<file path="config.mk">
export PLATFORM = sky130hd
export DESIGN_NAME = spi_master
export DESIGN_NICKNAME = d
export VERILOG_FILES = /design/src/rtl/spi_pkg.sv /design/src/rtl/spi_frame_shifter.sv /design/src/rtl/spi_master.sv
export SDC_FILE = /design/constraint.sdc
export NUM_CORES = 1
export LEC_CHECK = 0
export ABC_CLOCK_PERIOD_IN_PS = 3100
export CORE_ASPECT_RATIO = 0.5
export CORE_UTILIZATION = 45
export CTS_CLUSTER_SIZE = 30
export DETAILED_ROUTE_END_ITERATION = 7
export GPL_TIMING_DRIVEN = 0
export PLACE_DENSITY = 0.75
export SKIP_LAST_GASP = 1
export SLEW_MARGIN = 10
export SYNTH_ARGS = -nofsm -noshare
export SYNTH_HDL_FRONTEND = slang
export SYNTH_HIERARCHICAL = 1
export SYNTH_SLANG_ARGS = --single-unit
</file>
<file path="constraint.sdc">
create_clock -name clk -period 3.1 [get_ports clk]
set_input_delay 0.62 -clock clk [delete_from_list [all_inputs] [get_ports clk]]
set_output_delay 0.62 -clock clk [all_outputs]
set_load 0.05 [all_outputs]
</file>
<file path="src/rtl/spi_pkg.sv">
// Shared SPI definitions: opcodes, FSM state encoding and frame-size defaults.
// Used by spi_master and spi_frame_shifter; the slave imports the same opcodes.
package spi_pkg;

    localparam int FRAME_W_DEF = 10;
    localparam int DATA_W_DEF  = 8;
    localparam int RD_WAIT_DEF = 2;
    localparam int GAP_CYC_DEF = 1;

    // Wide enough for the longest per-state count (GAP_CYC up to 15)
    localparam int CNT_W = 5;

    localparam logic [1:0] OP_WR_ADDR = 2'b00;
    localparam logic [1:0] OP_WR_DATA = 2'b01;
    localparam logic [1:0] OP_RD_ADDR = 2'b10;
    localparam logic [1:0] OP_RD_DATA = 2'b11;

    typedef enum logic [2:0] {
        IDLE  = 3'd0,
        SEL   = 3'd1,
        CMD   = 3'd2,
        SHIFT = 3'd3,
        WAIT  = 3'd4,
        READ  = 3'd5,
        GAP   = 3'd6
    } spi_state_e;

    function automatic logic [1:0] cmd_opcode(input logic [FRAME_W_DEF-1:0] cmd);
        return cmd[FRAME_W_DEF-1 -: 2];
    endfunction

endpackage

</file>
<file path="src/rtl/spi_frame_shifter.sv">
// Datapath for spi_master: MOSI load/shift-out register, MISO shift-in register and a
// per-state cycle counter that saturates at a programmable terminal value.
module spi_frame_shifter
    import spi_pkg::*;
#(
    parameter int FRAME_W = FRAME_W_DEF,
    parameter int DATA_W  = DATA_W_DEF
) (
    input  logic               clk,
    input  logic               rst,
    input  logic               load,
    input  logic               shift,
    input  logic               sample,
    input  logic               cnt_clr,
    input  logic [FRAME_W-1:0] load_data,
    input  logic [CNT_W-1:0]   cnt_term,
    input  logic               miso,
    output logic               tx_msb,
    output logic [DATA_W-1:0]  rx_next,
    output logic               cnt_done
);

    logic [FRAME_W-1:0] tx_q, tx_d;
    logic [DATA_W-1:0]  rx_q, rx_d;
    logic [CNT_W-1:0]   cnt_q, cnt_d;

    assign tx_msb   = tx_q[FRAME_W-1];
    assign rx_next  = {rx_q[DATA_W-2:0], miso};
    assign cnt_done = (cnt_q == cnt_term);

    always_comb begin
        tx_d  = tx_q;
        rx_d  = rx_q;
        cnt_d = cnt_q;

        if (load) begin
            tx_d = load_data;
        end else if (shift) begin
            tx_d = {tx_q[FRAME_W-2:0], 1'b0};
        end

        if (sample) begin
            rx_d = rx_next;
        end

        // Clear wins so every state starts counting from zero; hold once terminal
        if (cnt_clr) begin
            cnt_d = '0;
        end else if (!cnt_done) begin
            cnt_d = cnt_q + 1'b1;
        end
    end

    always_ff @(posedge clk) begin
        if (rst) begin
            tx_q  <= '0;
            rx_q  <= '0;
            cnt_q <= '0;
        end else begin
            tx_q  <= tx_d;
            rx_q  <= rx_d;
            cnt_q <= cnt_d;
        end
    end

endmodule

</file>
<file path="src/rtl/spi_master.sv">
// SPI initiator for the 10-bit-frame slave protocol: frames commands on SS_n/MOSI and
// captures read replies from MISO. Optional sequence check: SPI_MASTER_SEQ_CHECK_EN.
module spi_master
    import spi_pkg::*;
#(
    parameter int FRAME_W = FRAME_W_DEF,
    parameter int DATA_W  = DATA_W_DEF,
    parameter int RD_WAIT = RD_WAIT_DEF,
    parameter int GAP_CYC = GAP_CYC_DEF
) (
    input  logic               clk,
    input  logic               rst,
    input  logic               cmd_valid,
    output logic               cmd_ready,
    input  logic [FRAME_W-1:0] cmd_data,
    output logic               rd_valid,
    output logic [DATA_W-1:0]  rd_data,
    output logic               busy,
    output logic               cmd_err,
    output logic               SS_n,
    output logic               MOSI,
    input  logic               MISO
);

    localparam logic [CNT_W-1:0] SHIFT_LAST = CNT_W'(FRAME_W - 1);
    localparam logic [CNT_W-1:0] WAIT_LAST  = CNT_W'(RD_WAIT - 1);
    localparam logic [CNT_W-1:0] READ_LAST  = CNT_W'(DATA_W - 1);
    localparam logic [CNT_W-1:0] GAP_LAST   = CNT_W'(GAP_CYC - 1);

    spi_state_e        state_q, state_d;
    logic [1:0]        op_q, op_d;
    logic              ss_n_q, ss_n_d;
    logic              mosi_q, mosi_d;
    logic              cmd_ready_q, cmd_ready_d;
    logic              busy_q, busy_d;
    logic              rd_valid_q, rd_valid_d;
    logic [DATA_W-1:0] rd_data_q, rd_data_d;

    logic              accept;
    logic              reject;
    logic              load;
    logic              shift;
    logic              sample;
    logic              cnt_clr;
    logic [CNT_W-1:0]  cnt_term;
    logic              tx_msb;
    logic [DATA_W-1:0] rx_next;
    logic              cnt_done;

    assign accept = cmd_valid && cmd_ready_q;

`ifdef SPI_MASTER_SEQ_CHECK_EN
    logic addr_loaded_q, addr_loaded_d;
    logic cmd_err_q, cmd_err_d;

    // A read-data frame is only meaningful after a read-address frame has completed
    assign reject  = accept && (cmd_opcode(cmd_data) == OP_RD_DATA) && !addr_loaded_q;
    assign cmd_err = cmd_err_q;
`else
    assign reject  = 1'b0;
    assign cmd_err = 1'b0;
`endif

    assign cmd_ready = cmd_ready_q;
    assign busy      = busy_q;
    assign rd_valid  = rd_valid_q;
    assign rd_data   = rd_data_q;
    assign SS_n      = ss_n_q;
    assign MOSI      = mosi_q;

    always_comb begin
        cnt_term = '0;
        case (state_q)
            SHIFT:   cnt_term = SHIFT_LAST;
            WAIT:    cnt_term = WAIT_LAST;
            READ:    cnt_term = READ_LAST;
            GAP:     cnt_term = GAP_LAST;
            default: cnt_term = '0;
        endcase
    end

    assign cnt_clr = (state_d != state_q);

    // Next-state and next-output logic; every output below is registered
    always_comb begin
        state_d     = state_q;
        op_d        = op_q;
        ss_n_d      = ss_n_q;
        mosi_d      = 1'b0;
        cmd_ready_d = cmd_ready_q;
        busy_d      = busy_q;
        rd_valid_d  = 1'b0;
        rd_data_d   = rd_data_q;
        load        = 1'b0;
        shift       = 1'b0;
        sample      = 1'b0;
`ifdef SPI_MASTER_SEQ_CHECK_EN
        addr_loaded_d = addr_loaded_q;
        cmd_err_d     = 1'b0;
`endif

        case (state_q)
            IDLE: begin
                if (accept) begin
                    op_d        = cmd_opcode(cmd_data);
                    cmd_ready_d = 1'b0;
                    busy_d      = 1'b1;
                    if (reject) begin
`ifdef SPI_MASTER_SEQ_CHECK_EN
                        cmd_err_d = 1'b1;
`endif
                        state_d = GAP;
                    end else begin
                        load    = 1'b1;
                        ss_n_d  = 1'b0;
                        state_d = SEL;
                    end
                end
            end
            SEL: begin
                mosi_d  = tx_msb;
                state_d = CMD;
            end
            CMD: begin
                mosi_d  = tx_msb;
                shift   = 1'b1;
                state_d = SHIFT;
            end
            SHIFT: begin
                if (cnt_done) begin
                    case (op_q)
                        OP_RD_DATA: begin
                            state_d = WAIT;
                        end
                        OP_RD_ADDR: begin
`ifdef SPI_MASTER_SEQ_CHECK_EN
                            addr_loaded_d = 1'b1;
`endif
                            ss_n_d  = 1'b1;
                            state_d = GAP;
                        end
                        OP_WR_ADDR, OP_WR_DATA: begin
                            ss_n_d  = 1'b1;
                            state_d = GAP;
                        end
                        default: begin
                            ss_n_d  = 1'b1;
                            state_d = GAP;
                        end
                    endcase
                end else begin
                    mosi_d = tx_msb;
                    shift  = 1'b1;
                end
            end
            WAIT: begin
                if (cnt_done) begin
                    state_d = READ;
                end
            end
            READ: begin
                sample = 1'b1;
                // rx_next already includes this cycle's MISO bit, so the byte is complete
                if (cnt_done) begin
                    rd_data_d  = rx_next;
                    rd_valid_d = 1'b1;
                    ss_n_d     = 1'b1;
                    state_d    = GAP;
`ifdef SPI_MASTER_SEQ_CHECK_EN
                    addr_loaded_d = 1'b0;
`endif
                end
            end
            GAP: begin
                if (cnt_done) begin
                    cmd_ready_d = 1'b1;
                    busy_d      = 1'b0;
                    state_d     = IDLE;
                end
            end
            default: begin
                ss_n_d      = 1'b1;
                cmd_ready_d = 1'b1;
                busy_d      = 1'b0;
                state_d     = IDLE;
            end
        endcase
    end

    always_ff @(posedge clk) begin
        if (rst) begin
            state_q     <= IDLE;
            op_q        <= OP_WR_ADDR;
            ss_n_q      <= 1'b1;
            mosi_q      <= 1'b0;
            cmd_ready_q <= 1'b1;
            busy_q      <= 1'b0;
            rd_valid_q  <= 1'b0;
            rd_data_q   <= '0;
        end else begin
            state_q     <= state_d;
            op_q        <= op_d;
            ss_n_q      <= ss_n_d;
            mosi_q      <= mosi_d;
            cmd_ready_q <= cmd_ready_d;
            busy_q      <= busy_d;
            rd_valid_q  <= rd_valid_d;
            rd_data_q   <= rd_data_d;
        end
    end

`ifdef SPI_MASTER_SEQ_CHECK_EN
    always_ff @(posedge clk) begin
        if (rst) begin
            addr_loaded_q <= 1'b0;
            cmd_err_q     <= 1'b0;
        end else begin
            addr_loaded_q <= addr_loaded_d;
            cmd_err_q     <= cmd_err_d;
        end
    end
`endif

    spi_frame_shifter #(
        .FRAME_W(FRAME_W),
        .DATA_W (DATA_W)
    ) u_shifter (
        .clk      (clk),
        .rst      (rst),
        .load     (load),
        .shift    (shift),
        .sample   (sample),
        .cnt_clr  (cnt_clr),
        .load_data(cmd_data),
        .cnt_term (cnt_term),
        .miso     (MISO),
        .tx_msb   (tx_msb),
        .rx_next  (rx_next),
        .cnt_done (cnt_done)
    );

endmodule
</file>
==> impl_results.html, run 1 <==
<table>
<tr><th>Metric</th><th>Value</th></tr>
<tr><th colspan="2">Synthesis</th></tr>
<tr><td>Most instantiated cells after synthesis</td><td>sky130_fd_sc_hd__dfxtp_1, sky130_fd_sc_hd__nor2_1, sky130_fd_sc_hd__nand2_1, sky130_fd_sc_hd__a21oi_1, sky130_fd_sc_hd__mux2i_1</td></tr>
<tr><td>Number of standard cells after synthesis</td><td>about 220</td></tr>
<tr><td>Post-Synthesis Cell Area</td><td>approximately 1900 um2</td></tr>
<tr><td>Average instance area after synthesis</td><td>around 8.6 um2</td></tr>
<tr><td>Number of warnings issued by yosys</td><td>6</td></tr>
<tr><td>Most used flip-flop cell after synthesis</td><td>sky130_fd_sc_hd__dfxtp_1</td></tr>
<tr><td>Share of the yosys chip area belonging to registers</td><td>between 40% and 50%</td></tr>
<tr><td>#FFs+latches synth</td><td>40</td></tr>
<tr><td>Ranking of synthesized cells by area</td><td>sky130_fd_sc_hd__dfxtp_1, sky130_fd_sc_hd__mux2i_1, sky130_fd_sc_hd__nor2_1</td></tr>
<tr><td>Post-synth EDFFs</td><td>0</td></tr>
<tr><td>Library cell with the highest instance count after synthesis</td><td>sky130_fd_sc_hd__dfxtp_1</td></tr>
<tr><td>Count of distinct cell types in the synthesized netlist</td><td>46</td></tr>
<tr><td>Proportion of synthesized flip-flops having asynchronous set or reset</td><td>0%</td></tr>
<tr><td>Share of the synthesized area in the top cell type</td><td>between 40% and 50%</td></tr>
<tr><td>Cell accounting for the most synthesized area</td><td>sky130_fd_sc_hd__dfxtp_1</td></tr>
<tr><th colspan="2">STA</th></tr>
<tr><td>Final WS setup</td><td>approximately 0.31 ns</td></tr>
<tr><td>Final hold viol count</td><td>0</td></tr>
<tr><td>Measured slew at the worst slew-check pin</td><td>0.499 ns</td></tr>
<tr><td>Final critical delay including setup and external delays</td><td>between 2 and 3 ns</td></tr>
<tr><td>Highest clock rate</td><td>359 MHz</td></tr>
<tr><td>Setup TNS</td><td>0 ns</td></tr>
<tr><td>Headroom to the max-slew limit</td><td>66.6%</td></tr>
<tr><td>Final critical-path share of the clock period</td><td>89.9%</td></tr>
<tr><td>Unrepaired setup endpoints after global routing</td><td>no</td></tr>
<tr><td>Pins over their slew limit</td><td>0</td></tr>
<tr><td>Worst clock skew</td><td>0.00880 ns</td></tr>
<tr><td>Total setup violations reported at the end of the flow</td><td>0</td></tr>
<tr><th colspan="2">Critical path</th></tr>
<tr><td>Cell type group with the largest total delay on the critical path</td><td>simple AND/OR/NAND/NOR gates</td></tr>
<tr><td>Worst setup SP type</td><td>register</td></tr>
<tr><td>Number of buffer and inverter instances along the worst setup path</td><td>3</td></tr>
<tr><td>CP max FO</td><td>10</td></tr>
<tr><td>Startpoint of the most critical register-to-register path</td><td>state_q[1]</td></tr>
<tr><td>Crit path kind</td><td>reg -&gt; reg</td></tr>
<tr><td>CP Capture Type</td><td>register</td></tr>
<tr><td>Required time worst endpoint</td><td>around 3.3 ns</td></tr>
<tr><td>CP startpoint</td><td>state_q[1]</td></tr>
<tr><td>Slowest CP cell</td><td>sky130_fd_sc_hd__dfxtp_1</td></tr>
<tr><td>Series of cell instances along the critical path</td><td>clkbuf_2 -&gt; and3b_1 -&gt; xnor2_1 -&gt; nand3_1 -&gt; nor2_1 -&gt; clkbuf_2 -&gt; inv_1 -&gt; a2bb2oi_1 -&gt; nor2_1 -&gt; nand3b_1 -&gt; mux2_4 -&gt; o211ai_2</td></tr>
<tr><td>Stage delay of the slowest cell on the critical path</td><td>0.42 ns</td></tr>
<tr><td>Data arrival time at the worst-slack endpoint</td><td>2.98 ns</td></tr>
<tr><th colspan="2">Floorplanning</th></tr>
<tr><td>DIE AREA</td><td>4400 um2</td></tr>
<tr><td>Die width</td><td>a little over 90 um</td></tr>
<tr><td>Y dimension of the die</td><td>47.4 um</td></tr>
<tr><td>FP Rows</td><td>16</td></tr>
<tr><td>Starting Density</td><td>47.3%</td></tr>
<tr><td>Floorplan Core Area</td><td>3920 um2</td></tr>
<tr><td>Number of placed I/O pins</td><td>28</td></tr>
<tr><th colspan="2">Hold path</th></tr>
<tr><td>Worst hold path startpoint</td><td>rd_data[2]</td></tr>
<tr><td>Worst min-delay path category</td><td>reg -&gt; reg</td></tr>
<tr><th colspan="2">Clocking</th></tr>
<tr><td>CTS Sinks</td><td>40</td></tr>
<tr><td>CTS tree</td><td>yes</td></tr>
<tr><td>Post-cts resize count</td><td>0</td></tr>
<tr><td>Clk_lat worst skew</td><td>0.30 ns</td></tr>
<tr><td>Maximum clock path buffer count</td><td>2</td></tr>
<tr><td>Buffer count from post-CTS setup fixing</td><td>0</td></tr>
<tr><td>Count of hold-fix buffers inserted at cts</td><td>0</td></tr>
<tr><td>CTS clock-pin slew for the worst setup and hold paths</td><td>0.08 ns</td></tr>
<tr><td>Number of buffers created by CTS</td><td>5</td></tr>
<tr><td>Clock root buffer</td><td>sky130_fd_sc_hd__clkbuf_8</td></tr>
<tr><td>H-tree levels</td><td>2</td></tr>
<tr><th colspan="2">Pwr</th></tr>
<tr><td>Worst VDD drop</td><td>around 0.19 mV</td></tr>
<tr><td>Power per standard cell area</td><td>543 nW/um2</td></tr>
<tr><td>Leak pwr</td><td>between 0.8 and 0.9 nW</td></tr>
<tr><th colspan="2">Global route</th></tr>
<tr><td>Via count of the first global-routing pass</td><td>1,305</td></tr>
<tr><td>Global route overflow</td><td>0</td></tr>
<tr><td>Largest net degree at the start of global routing</td><td>14</td></tr>
<tr><td>Global-route wire length before repair</td><td>5600 um</td></tr>
<tr><td>GR Util All Layers</td><td>between 10% and 20%</td></tr>
<tr><td>Antenna violations before repair</td><td>0</td></tr>
<tr><th colspan="2">Layout</th></tr>
<tr><td>Fillers</td><td>~360</td></tr>
<tr><td>Area grow syn2layout</td><td>24.3%</td></tr>
<tr><td>Number of inserted diodes</td><td>0</td></tr>
<tr><td>Share of post-route cells with drive strength above 1</td><td>approximately 8.8%</td></tr>
<tr><td>NumNets Final</td><td>264</td></tr>
<tr><th colspan="2">Outcome</th></tr>
<tr><td>Result of the run</td><td>complete, no violations</td></tr>
<tr><th colspan="2">Route</th></tr>
<tr><td>Met3 Routed Length</td><td>approximately 98 um</td></tr>
<tr><td>Detailed router's first-iteration violation count</td><td>35</td></tr>
<tr><td>Wl on met1</td><td>~1900 um</td></tr>
<tr><td>Routed length on met2</td><td>approximately 1500 um</td></tr>
<tr><td>Total Wirelength</td><td>around 3600 um</td></tr>
<tr><td>Routed WL per cell</td><td>11.7 um</td></tr>
<tr><td>Routed vias</td><td>around 1,600</td></tr>
<tr><td>Drt via density</td><td>~5</td></tr>
<tr><td>Pre-Repair DR Iteration Count</td><td>5</td></tr>
<tr><td>Residual DRC</td><td>0</td></tr>
<tr><td>Uppermost routed layer</td><td>met4</td></tr>
<tr><td>Post-route ant nets</td><td>0</td></tr>
<tr><th colspan="2">Job</th></tr>
<tr><td>Max-cap violations</td><td>0</td></tr>
<tr><th colspan="2">Placement</th></tr>
<tr><td>Post-Place Setup Slack</td><td>around 0.10 ns</td></tr>
<tr><td>Number of I/O port buffers</td><td>26</td></tr>
<tr><td>Routability cong.</td><td>between 0.8 and 0.9</td></tr>
<tr><td>Total half-perimeter wirelength after legalization and detailed placement</td><td>~2600 um</td></tr>
</table>
==> worst min-delay path, delay by kind of cell, from the launching register on <==
kind	cells	cell delay [ns]
simple gates	1	0.05
flops	1	0.32
compound gates	1	0.05
==> through the flow <==
stage / instance area, um2 / hold slack [ns] / std cells / utilization, % / power (mW)
floorplan: 1860 / 0.431 / 217 / - / 0.746
global placement: 2190 / 0.446 / 297 / 55.8 / 0.805
detailed placement: 2190 / 0.450 / 297 / 55.8 / 0.810
CTS: 2310 / 0.461 / 305 / 58.9 / 1.26
global route: 2310 / 0.479 / 304 / 58.8 / 1.31
finish: 2310 / 0.458 / 304 / 58.8 / 1.25
==> logic make-up after synthesis <==
family,synth area share (%)
fa+ha+maj,0.674
flops,43.1
other cells,0.202
buf+inv,5.53
simple gates,22.4
compound gates,14.1
mux,11.6
xor+xnor,2.36
==> flip-flops by register name, summed over array words and instances (netlist names) <==
signal and flops:
MOSI 1, SS_n 1, cmd_ready 1, u_shifter/cnt_q 5, rd_valid 1, u_shifter/tx_q 10, u_shifter/rx_q 7, state_q 3
busy 1, rd_data 8, op_q 2
==> power breakdown <==
group	switching (mW)	internal [mW]
combinational	0.139	0.0989
sequential	0.0194	0.543
clock	0.189	0.263
total	0.348	0.905
==> final cells by class <==
| type | count | area, um2 | share of cell area (%) |
|---|---|---|---|
| plain buffers | 15 | 85.1 | 3.69 |
| clock buffers | 6 | 82.6 | 3.58 |
| clock inverters | 2 | 38.8 | 1.68 |
| inverters | 3 | 16.3 | 0.705 |
| multi-input cells | 158 | 957 | 41.5 |
| flip-flops and latches | 40 | 801 | 34.7 |
| well taps | 54 | 67.6 | 2.93 |
| repair buffers | 26 | 260 | 11.3 |
==> layer usage <==
layer / GRT usage [%] / vias to the layer above
met3: 4.76 / 7
met5: 0 / -
met1: 20.9 / 715
li1: - / 812
met4: 6.46 / 0
met2: 28.5 / 20
==> placed cells by master (no fill, tap or decap), types with 2 or more instances in the layout <==
cell type and n:
sky130_fd_sc_hd__a21boi_0 2, sky130_fd_sc_hd__xnor2_1 5, sky130_fd_sc_hd__clkbuf_2 2, sky130_fd_sc_hd__buf_4 2, sky130_fd_sc_hd__nand2_1 25, sky130_fd_sc_hd__nor2b_1 3, sky130_fd_sc_hd__clkinv_4 2, sky130_fd_sc_hd__nor2_1 34
sky130_fd_sc_hd__nand3_1 2, sky130_fd_sc_hd__nand3b_1 2, sky130_fd_sc_hd__buf_2 3, sky130_fd_sc_hd__nand2b_1 4, sky130_fd_sc_hd__a2bb2oi_1 2, sky130_fd_sc_hd__conb_1 2, sky130_fd_sc_hd__buf_6 2, sky130_fd_sc_hd__a21oi_1 22
sky130_fd_sc_hd__mux2i_1 20, sky130_fd_sc_hd__a31oi_1 2, sky130_fd_sc_hd__nand4_1 3, sky130_fd_sc_hd__clkbuf_8 6, sky130_fd_sc_hd__nor3_1 3, sky130_fd_sc_hd__clkbuf_1 6, sky130_fd_sc_hd__inv_1 2, sky130_fd_sc_hd__o211ai_1 2
sky130_fd_sc_hd__clkdlybuf4s50_1 26, sky130_fd_sc_hd__o21ai_0 2, sky130_fd_sc_hd__o21bai_1 2, sky130_fd_sc_hd__dfxtp_1 40
==> final timing paths <==
check                             to  slack [ns]  depth (start not counted)
setup reg to reg  u_shifter/cnt_q[2]        0.31                         12
setup / recovery  u_shifter/cnt_q[2]        0.31                         12
hold reg to reg           rd_data[2]        0.46                          2
hold / removal            rd_data[2]        0.46                          2
No activity file was read; power rests on OpenSTA's default activity.
==> run 2: changes to the inputs <==
CORE_MARGIN = 10   (was unset)
==> impl_results.html, run 2 (synthesis results as in run 1) <==
<table>
<tr><th>Metric</th><th>Value</th></tr>
<tr><th colspan="2">Clocking</th></tr>
<tr><td>Number of buffers created by CTS</td><td>5</td></tr>
<tr><td>CTS clock-pin slew for the worst setup and hold paths</td><td>roughly 0.08 ns</td></tr>
<tr><td>Clock root buffer</td><td>sky130_fd_sc_hd__clkbuf_8</td></tr>
<tr><td>CTS Sinks</td><td>40</td></tr>
<tr><td>Clk_lat worst skew</td><td>around 0.30 ns</td></tr>
<tr><td>Buffer count from post-CTS setup fixing</td><td>0</td></tr>
<tr><td>Post-cts resize count</td><td>0</td></tr>
<tr><td>H-tree levels</td><td>2</td></tr>
<tr><td>Count of hold-fix buffers inserted at cts</td><td>0</td></tr>
<tr><td>CTS tree</td><td>yes</td></tr>
<tr><td>Maximum clock path buffer count</td><td>2</td></tr>
<tr><th colspan="2">Layout</th></tr>
<tr><td>NumNets Final</td><td>roughly 270</td></tr>
<tr><td>Most common cell after layout, fill and taps aside</td><td>sky130_fd_sc_hd__dfxtp_1</td></tr>
<tr><td>Area grow syn2layout</td><td>24.5%</td></tr>
<tr><td>Share of post-route cells with drive strength above 1</td><td>under 10%</td></tr>
<tr><td>Fillers</td><td>~330</td></tr>
<tr><td>Register containing the most flip-flops in the final layout</td><td>u_shifter/tx_q</td></tr>
<tr><td>Number of inserted diodes</td><td>0</td></tr>
<tr><td>Flip-flop and latch area</td><td>between 800 and 900 um2</td></tr>
<tr><td>Commonest cells after routing, fill and taps aside</td><td>sky130_fd_sc_hd__dfxtp_1, sky130_fd_sc_hd__nor2_1, sky130_fd_sc_hd__clkdlybuf4s50_1</td></tr>
<tr><td>Design Area, Final</td><td>2310 um2</td></tr>
<tr><td>Combined area of the multi-input logic cells</td><td>between 900 and 1000 um2</td></tr>
<tr><td>Largest register FFs</td><td>10</td></tr>
<tr><th colspan="2">Floorplanning</th></tr>
<tr><td>Die width</td><td>between 100 and 150 um</td></tr>
<tr><td>DIE AREA</td><td>7250 um2</td></tr>
<tr><td>Floorplan Core Area</td><td>around 3900 um2</td></tr>
<tr><td>FP Rows</td><td>16</td></tr>
<tr><td>Number of placed I/O pins</td><td>28</td></tr>
<tr><td>Y dimension of the die</td><td>roughly 65 um</td></tr>
<tr><td>Starting Density</td><td>a little under half</td></tr>
<tr><th colspan="2">Route</th></tr>
<tr><td>Drt via density</td><td>5.23</td></tr>
<tr><td>Residual DRC</td><td>0</td></tr>
<tr><td>Routed vias</td><td>1,595</td></tr>
<tr><td>Post-route ant nets</td><td>0</td></tr>
<tr><td>Routed WL per cell</td><td>~13 um</td></tr>
<tr><td>Detailed router's first-iteration violation count</td><td>42</td></tr>
<tr><td>Pre-Repair DR Iteration Count</td><td>4</td></tr>
<tr><td>Total Wirelength</td><td>about 4000 um</td></tr>
<tr><th colspan="2">Hold path</th></tr>
<tr><td>Sink of the worst hold path</td><td>rd_data[3]</td></tr>
<tr><td>Worst hold path startpoint</td><td>rd_data[3]</td></tr>
<tr><td>Cell count of the worst hold path</td><td>2</td></tr>
<tr><td>Worst min-delay path category</td><td>reg -&gt; reg</td></tr>
<tr><th colspan="2">Critical path</th></tr>
<tr><td>Worst setup SP type</td><td>register</td></tr>
<tr><td>Cells on worst reg2reg path</td><td>14</td></tr>
<tr><td>Series of cell instances along the critical path</td><td>buf_6 -&gt; clkbuf_2 -&gt; nand2_1 -&gt; mux2i_1 -&gt; xnor2_1 -&gt; nand2_2 -&gt; nor2_2 -&gt; clkbuf_2 -&gt; inv_1 -&gt; a2bb2oi_1 -&gt; nor2_1 -&gt; nand3b_1 -&gt; mux2_4 -&gt; o211ai_2</td></tr>
<tr><td>Cell type group with the largest total delay on the critical path</td><td>simple AND/OR/NAND/NOR gates</td></tr>
<tr><td>CP max FO</td><td>10</td></tr>
<tr><td>Startpoint of the most critical register-to-register path</td><td>state_q[0]</td></tr>
<tr><td>Slowest CP cell</td><td>sky130_fd_sc_hd__dfxtp_1</td></tr>
<tr><td>Required time worst endpoint</td><td>roughly 3.3 ns</td></tr>
<tr><td>Number of buffer and inverter instances along the worst setup path</td><td>4</td></tr>
<tr><td>Reg-to-reg slack, setup</td><td>~0.33 ns</td></tr>
<tr><td>Data arrival time at the worst-slack endpoint</td><td>around 3.0 ns</td></tr>
<tr><td>Critical Path Stages</td><td>14</td></tr>
<tr><td>Stage delay of the slowest cell on the critical path</td><td>0.33 ns</td></tr>
<tr><td>Most frequent CP cell</td><td>sky130_fd_sc_hd__clkbuf_2</td></tr>
<tr><td>CP Capture Type</td><td>register</td></tr>
<tr><td>Crit path kind</td><td>reg -&gt; reg</td></tr>
<tr><td>End of the worst register-to-register path</td><td>u_shifter/cnt_q[2]</td></tr>
<tr><th colspan="2">STA</th></tr>
<tr><td>Headroom to the max-slew limit</td><td>between 60 and 70%</td></tr>
<tr><td>Final critical-path share of the clock period</td><td>between 80% and 90%</td></tr>
<tr><td>Final critical delay including setup and external delays</td><td>around 2.8 ns</td></tr>
<tr><td>Setup TNS</td><td>0 ns</td></tr>
<tr><td>Total setup violations reported at the end of the flow</td><td>0</td></tr>
<tr><td>Final hold viol count</td><td>0</td></tr>
<tr><td>Unrepaired setup endpoints after global routing</td><td>no</td></tr>
<tr><td>Pins over their slew limit</td><td>0</td></tr>
<tr><td>Hold_ws</td><td>about 0.46 ns</td></tr>
<tr><td>Worst clock skew</td><td>0.00696 ns</td></tr>
<tr><td>Measured slew at the worst slew-check pin</td><td>0.507 ns</td></tr>
<tr><td>Highest clock rate</td><td>361 MHz</td></tr>
<tr><th colspan="2">Global route</th></tr>
<tr><td>Global route overflow</td><td>0</td></tr>
<tr><td>Antenna violations before repair</td><td>0</td></tr>
<tr><td>Via count of the first global-routing pass</td><td>about 1,400</td></tr>
<tr><td>Global-route wire length before repair</td><td>~6900 um</td></tr>
<tr><td>GR Util All Layers</td><td>11.2%</td></tr>
<tr><td>Largest net degree at the start of global routing</td><td>15</td></tr>
<tr><th colspan="2">Pwr</th></tr>
<tr><td>Leak pwr</td><td>approximately 0.84 nW</td></tr>
<tr><td>Part of the power in the clock network</td><td>35.3%</td></tr>
<tr><td>Power per standard cell area</td><td>roughly 540 nW/um2</td></tr>
<tr><td>Switching pwr</td><td>roughly 0.36 mW</td></tr>
<tr><td>Part of the power in combinational logic</td><td>19.7%</td></tr>
<tr><td>Seq pwr share</td><td>between 40% and 50%</td></tr>
<tr><td>Worst VDD drop</td><td>0.254 mV</td></tr>
<tr><td>Pint</td><td>between 0.8 and 0.9 mW</td></tr>
<tr><td>Switching power as a share of total power</td><td>slightly below 30%</td></tr>
<tr><th colspan="2">Placement</th></tr>
<tr><td>Number of I/O port buffers</td><td>26</td></tr>
<tr><td>Total half-perimeter wirelength after legalization and detailed placement</td><td>2930 um</td></tr>
<tr><td>Routability cong.</td><td>about 0.84</td></tr>
<tr><td>Total cell area at the placement stage</td><td>between 2000 and 2500 um2</td></tr>
<tr><th colspan="2">Job</th></tr>
<tr><td>Max-cap violations</td><td>0</td></tr>
<tr><th colspan="2">Outcome</th></tr>
<tr><td>Result of the run</td><td>complete, no violations</td></tr>
</table>
[run 2: changes by cell type in the layout (fill, tap and decap cells not counted)]
cell	before	now
sky130_fd_sc_hd__buf_2	3	4
sky130_fd_sc_hd__clkbuf_8	6	5
sky130_fd_sc_hd__clkinv_4	2	1
sky130_fd_sc_hd__clkinvlp_4	0	1
sky130_fd_sc_hd__inv_6	0	1
sky130_fd_sc_hd__nand2_1	25	24
sky130_fd_sc_hd__nand2_2	0	1
sky130_fd_sc_hd__nor2_1	34	33
sky130_fd_sc_hd__nor2_2	0	1
[run 2: layout make-up]
class | instances | share of cell area, %
well taps | 54 | 2.92
clock inverters | 3 | 2.00
repair buffers | 26 | 11.3
flip-flops and latches | 40 | 34.6
inverters | 3 | 0.703
multi-input cells | 158 | 41.6
clock buffers | 5 | 2.98
plain buffers | 16 | 3.90
[run 2: per-stage QoR]
step	instances	util (%)	setup slack [ns]	power, mW
after global routing	305	58.6	0.0284	1.30
after detailed placement	297	55.5	0.0159	0.813
after floorplan	217	-	0.561	0.746
after global placement	297	55.5	0.104	0.806
final	305	58.6	0.329	1.25
after CTS	305	58.4	0.000762	1.25
[run 2: worst max-delay path by stage]
stage	to	slack [ns]	startpoint
after detailed placement	u_shifter/cnt_q[2]	0.02	state_q[0]
final	u_shifter/cnt_q[2]	0.33	state_q[0]
after global placement	u_shifter/cnt_q[2]	0.10	state_q[0]
after CTS	u_shifter/cnt_q[2]	0.0008	state_q[0]
after floorplan	u_shifter/cnt_q[2]	0.56	state_q[0]
after global routing	u_shifter/cnt_q[2]	0.03	state_q[1]
[run 2: power groups by stage]
stage / clock (mW) / sequential, mW / combinational, mW
after floorplan: 0 / 0.591 / 0.155
after global placement: 0 / 0.572 / 0.234
after detailed placement: 0 / 0.574 / 0.239
after CTS: 0.448 / 0.562 / 0.240
after global routing: 0.464 / 0.566 / 0.269
final: 0.440 / 0.562 / 0.245
[run 2: tightest hold or removal path, stage by stage (launching register included)]
cell                      delay [ns]
sky130_fd_sc_hd__dfxtp_1        0.31
sky130_fd_sc_hd__nand2_1        0.05
sky130_fd_sc_hd__a21oi_1        0.05
[run 2: layer usage]
layer / vias to the layer above / track usage, % / share of wire [%]
met4: 0 / 5.32 / 1.5
met2: 26 / 18.6 / 47
met1: 754 / 13.2 / 46
li1: 810 / - / -
met5: - / 0 / 0
met3: 5 / 3.44 / 4.8
